File: config.mk
export PLATFORM = sky130hd
export DESIGN_NAME = fetch
export DESIGN_NICKNAME = d
export VERILOG_FILES = /design/src/rtl/fetch.sv
export SDC_FILE = /design/constraint.sdc
export NUM_CORES = 1
export LEC_CHECK = 0
export BUFFER_PORTS_ARGS = -buffer_cell sky130_fd_sc_hd__buf_2
export CELL_PAD_IN_SITES_DETAIL_PLACEMENT = 0
export CELL_PAD_IN_SITES_GLOBAL_PLACEMENT = 2
export CORE_UTILIZATION = 31
export CTS_CLUSTER_DIAMETER = 40
export CTS_CLUSTER_SIZE = 8
export DETAILED_ROUTE_END_ITERATION = 7
export PLACE_DENSITY_LB_ADDON = 0.1
export SKIP_CTS_REPAIR_TIMING = 1
export SLEW_MARGIN = 10
export SYNTH_ARGS = -nofsm -noshare
export SYNTH_HDL_FRONTEND = slang
export SYNTH_SLANG_ARGS = --single-unit
export TNS_END_PERCENT = 10
File: constraint.sdc
create_clock -name i_clk -period 9.7 [get_ports i_clk]
set_clock_uncertainty 0.2 [all_clocks]
set_input_delay 1.94 -clock i_clk [delete_from_list [all_inputs] [get_ports i_clk]]
set_output_delay 1.94 -clock i_clk [all_outputs]
set_load 0.01 [all_outputs]
File: src/rtl/fetch.sv
// Instruction-fetch stage: owns the PC, drives the imem read address and holds
// the IF/ID register, applying decode jumps, execute branches and load-use holds.
module fetch #(
  parameter logic [31:0] RESET_ADDR = 32'h0000_0000
) (
  input  logic        i_clk,
  input  logic        i_rst,
  output logic [31:0] o_imem_raddr,
  input  logic [31:0] i_imem_rdata,
  input  logic        i_hold,
  input  logic        i_jal,
  input  logic        i_jalr,
  input  logic [31:0] i_id_pc,
  input  logic [31:0] i_immediate,
  input  logic [31:0] i_jalr_rs1,
  input  logic        i_br_taken,
  input  logic [31:0] i_br_target,
  output logic [31:0] o_inst,
  output logic [31:0] o_pc,
  output logic [31:0] o_nxt_pc,
  output logic        o_vld,
  output logic        o_flush,
  output logic        o_misalign
);

  localparam logic [31:0] NOP = 32'h0000_0033;

  logic [31:0] pc_ff;
  logic [31:0] pc_plus4;
  logic [31:0] jal_target;
  logic [31:0] jalr_target;
  logic [31:0] target;
  logic [31:0] next_pc;
  logic        jump;
  logic        redirect;

  assign o_imem_raddr = pc_ff;
  assign o_flush      = i_br_taken;
  assign pc_plus4     = pc_ff + 32'd4;
  assign jal_target   = i_id_pc + i_immediate;
  assign jalr_target  = (i_jalr_rs1 + i_immediate) & ~32'h1;
  assign jump         = i_jal | i_jalr;
  // A decode jump stalled by hold is not applied yet; it re-presents later.
  assign redirect     = i_br_taken | (~i_hold & jump);

  always_comb begin
    target = jal_target;
    if (i_br_taken)
      target = i_br_target;
    else if (i_jalr)
      target = jalr_target;
  end

  always_comb begin
    next_pc = pc_plus4;
    if (i_br_taken)
      next_pc = target;
    else if (i_hold)
      next_pc = pc_ff;
    else if (jump)
      next_pc = target;
  end

  always_ff @(posedge i_clk) begin
    if (i_rst) begin
      pc_ff      <= RESET_ADDR;
      o_inst     <= NOP;
      o_pc       <= 32'h0;
      o_nxt_pc   <= 32'h0;
      o_vld      <= 1'b0;
      o_misalign <= 1'b0;
    end else begin
      pc_ff <= next_pc;
      // Branches override hold; jumps squash the sequentially fetched word.
      if (i_br_taken || (!i_hold && jump)) begin
        o_inst <= NOP;
        o_vld  <= 1'b0;
      end else if (!i_hold) begin
        o_inst   <= i_imem_rdata;
        o_pc     <= pc_ff;
        o_nxt_pc <= pc_plus4;
        o_vld    <= 1'b1;
      end
      if (redirect)
        o_misalign <= |target[1:0];
      else if (!i_hold)
        o_misalign <= 1'b0;
    end
  end

endmodule

==> impl_results.md <==
* Post-synth cell types at 68
* Wire per inst at 18.5 µm
* Filler cells at 3,050
* Max clock buf depth at 2
* Grt met2 use at 34.3%
* Synthesis-stage register bit count at 128
* Syn. warnings at 0
* Pleak at 5.05 nW
* Hold Worst Slack at 0.244 ns
* Die H at 172 µm
* Pint at 1.11 mW
* Nets at 1,652
* CTS tree: done
* Number of global-route vias before repair at 8,559
* Worst-path fanout max at 5
* Final hold violation count at 0
* DPL Wire Length at 26.7 mm
* Grt met1 use at 31.6%
* EDFF count, synth at 0
* Io pins at 297
* Area grow syn2layout at 26.2%
* Asr flop ratio synth at 0%
* Average cell area after synthesis at 7.70 µm²
* Global routing's busiest layer: met2
* Synth top area share at 28.5%
* Starting DRT DRC Count at 535
* Sw Ratio at 32.7%
* CP Launch Type: primary input
* Pins over their slew limit at 0
* Area occupied by multi-input gates at 0.00605 mm²
* Setup TNS at 0 ns
* DR vias/cell at 5.07
* Initial Util at 31.9%
* Clk pwr share at 38.8%
* Clock Pin Slew Worst Setup and Hold Paths at 0.07 ns
* Core Rows at 61
* Final period util at 50.3%
* Layout cell share with drive strength beyond 1 at 24.7%
* P_sw at 542 µW
* All-Layer GR Usage at 22.2%
* GPL Wtd Cong at 0.813
* First-pass GRT wire length at 50.1 mm
* VDD IR max at 82.8 µV
* DRT Pass-1 Iters at 5
* Outcome: complete, no violations
* Top_reg_cell synth: dfxtp_1
* Post-synthesis sequential area ratio at 28.5%
* Final core utilization at 40.2%
* Combinational Power Share at 26.1%
* Largest net degree at the start of global routing at 91
* Core area at 0.0282 mm²
* ANT nets after route at 0
* GR Overflow Total at 0
* Cts bufs inserted at 17
* I/O Buffers at 296
* Worst Hold Class: reg -> reg
* Worst-Margin Slew at 0.966 ns
* Die X at 172 µm
* Seq. cell area at 0.00256 mm²
* CP Class: in -> reg
* CTS H-tree lvls at 4
* Post-Syn Nets at 1,396
* Max-slew headroom at 35.1%
* CP required at 9.80 ns
* Skew-Pair Late Insertion Delay at 0.43 ns
* Final WS setup at 4.82 ns
* Met3 GRT Util at 4.26%
* Synth top area cells: dfxtp_1 (29%), ha_1 (8.6%), a21oi_1 (6.7%)
* CTS root buf: clkbuf_16
* Mapped Area at 0.00898 mm²
* Worst setup EP type: flip-flop
* Pwr per Cell Area at 146 mW/mm²
* Top cell type by total area after synthesis: dfxtp_1
* Residual DRC at 0
* RSZ-0062 raised after global routing: no
* Worst endpoint data arrival time at 4.98 ns
* Clock Sink Count at 128
* Final WL at 33.5 mm
* Reg power frac at 35.1%
* Placement Setup Slack at 4.35 ns
* Max Fclk at 205 MHz
* Endpoints failing setup at 0
* Reported max-cap violation count at 0
* Overall Power at 1.66 mW
* Vias at 9,202
* Total die area at 0.0297 mm²
* Post-Synthesis Cells at 1,166
* Crit path time final at 4.88 ns
* Initial antenna violation count at 1
[placed cells by master (no fill, tap or decap), types with 13 or more instances in the layout]
cell	synthesis	routed
nor2_1	138	138
dfxtp_1	128	128
nand2b_1	15	15
a211oi_1	55	55
xnor2_1	34	34
inv_1	23	23
a21oi_1	121	121
nand2_1	146	146
buf_2	2	294
nor2b_1	13	13
clkbuf_16	0	17
nor3_1	19	18
a21o_1	23	23
nand3_1	29	29
ha_1	62	62
o21ai_0	49	49
mux2i_1	34	34
xor2_1	44	44
[cells by family after synthesis]
kind of cell / share of synthesized area (%)
AO/OA/AOI/OAI: 25.6
XOR/XNOR: 7.61
adder cells (fa/ha/maj): 9.08
buffers and inverters: 4.16
flip-flops: 28.5
multiplexers: 3.91
AND/OR/NAND/NOR: 21.1
[synth_stat cells, types with 23 or more instances]
library cell	n
nor2_1	138
a21o_1	23
mux2i_1	34
nand3_1	29
xor2_1	44
ha_1	62
nand2_1	146
dfxtp_1	128
inv_1	23
clkbuf_1	53
o21ai_0	49
a21oi_1	121
xnor2_1	34
a211oi_1	55
[final timing paths]
path / from / end / slack [ns] / cells after the start
max reg2reg: o_imem_raddr[2]$_SDFFE_PP0P_ / o_imem_raddr[26]$_SDFFE_PP0P_ / 6.51 / 9
min: o_vld$_SDFFE_PP0N_ / o_vld$_SDFFE_PP0N_ / 0.24 / 2
min reg2reg: o_vld$_SDFFE_PP0N_ / o_vld$_SDFFE_PP0N_ / 0.24 / 2
max: i_immediate[2] / o_imem_raddr[31]$_SDFFE_PP0P_ / 4.82 / 11
[registers in the layout, indices dropped and copies added, names as in the netlist]
name / cells
o_misalign: 1
o_inst: 32
o_imem_raddr: 32
o_vld: 1
o_nxt_pc: 30
o_pc: 32
[worst max-delay path: stages]
cell and delay [ns]:
buf_2 0.11, ha_1 0.34, a21oi_1 0.13, o21ai_0 0.20, a21oi_1 0.42, a41oi_2 0.30, a211oi_2 0.52, o21ai_1 0.21
a221o_1 0.36, a2111oi_0 0.37, a211oi_1 0.08
[cell type report]
| cell class | instances | area share [%] |
|---|---|---|
| repair buffers | 306 | 13.8 |
| clock inverters | 14 | 1.38 |
| well taps | 378 | 4.17 |
| diodes | 1 | 0.0221 |
| clock buffers | 18 | 3.88 |
| inverters | 23 | 0.762 |
| flip-flops and latches | 128 | 22.6 |
| multi-input cells | 946 | 53.4 |
[through the flow]
| stage | area (µm²) | instances |
|---|---|---|
| 2_1_floorplan | 8980 | 1166 |
| 3_3_place_gp | 10700 | 1781 |
| 3_5_place_dp | 10700 | 1781 |
| 4_1_cts | 11300 | 1813 |
| 5_1_grt | 11300 | 1813 |
| 6_report | 11300 | 1814 |
[power groups by stage]
stage	Sequential (mW)	Combinational, mW	Clock (mW)
after floorplan	0.590	0.274	0
after global placement	0.592	0.434	0
after detailed placement	0.593	0.433	0
after CTS	0.581	0.435	0.656
after global routing	0.585	0.481	0.683
final	0.582	0.431	0.643
[layer usage]
| layer | share of wire, % | vias to the layer above |
|---|---|---|
| met5 | 0 | - |
| met4 | 1.0 | 0 |
| met3 | 6.1 | 21 |
| met2 | 43 | 277 |
| met1 | 50 | 4173 |
| li1 | - | 4731 |
(Power assumes the default switching activity.)
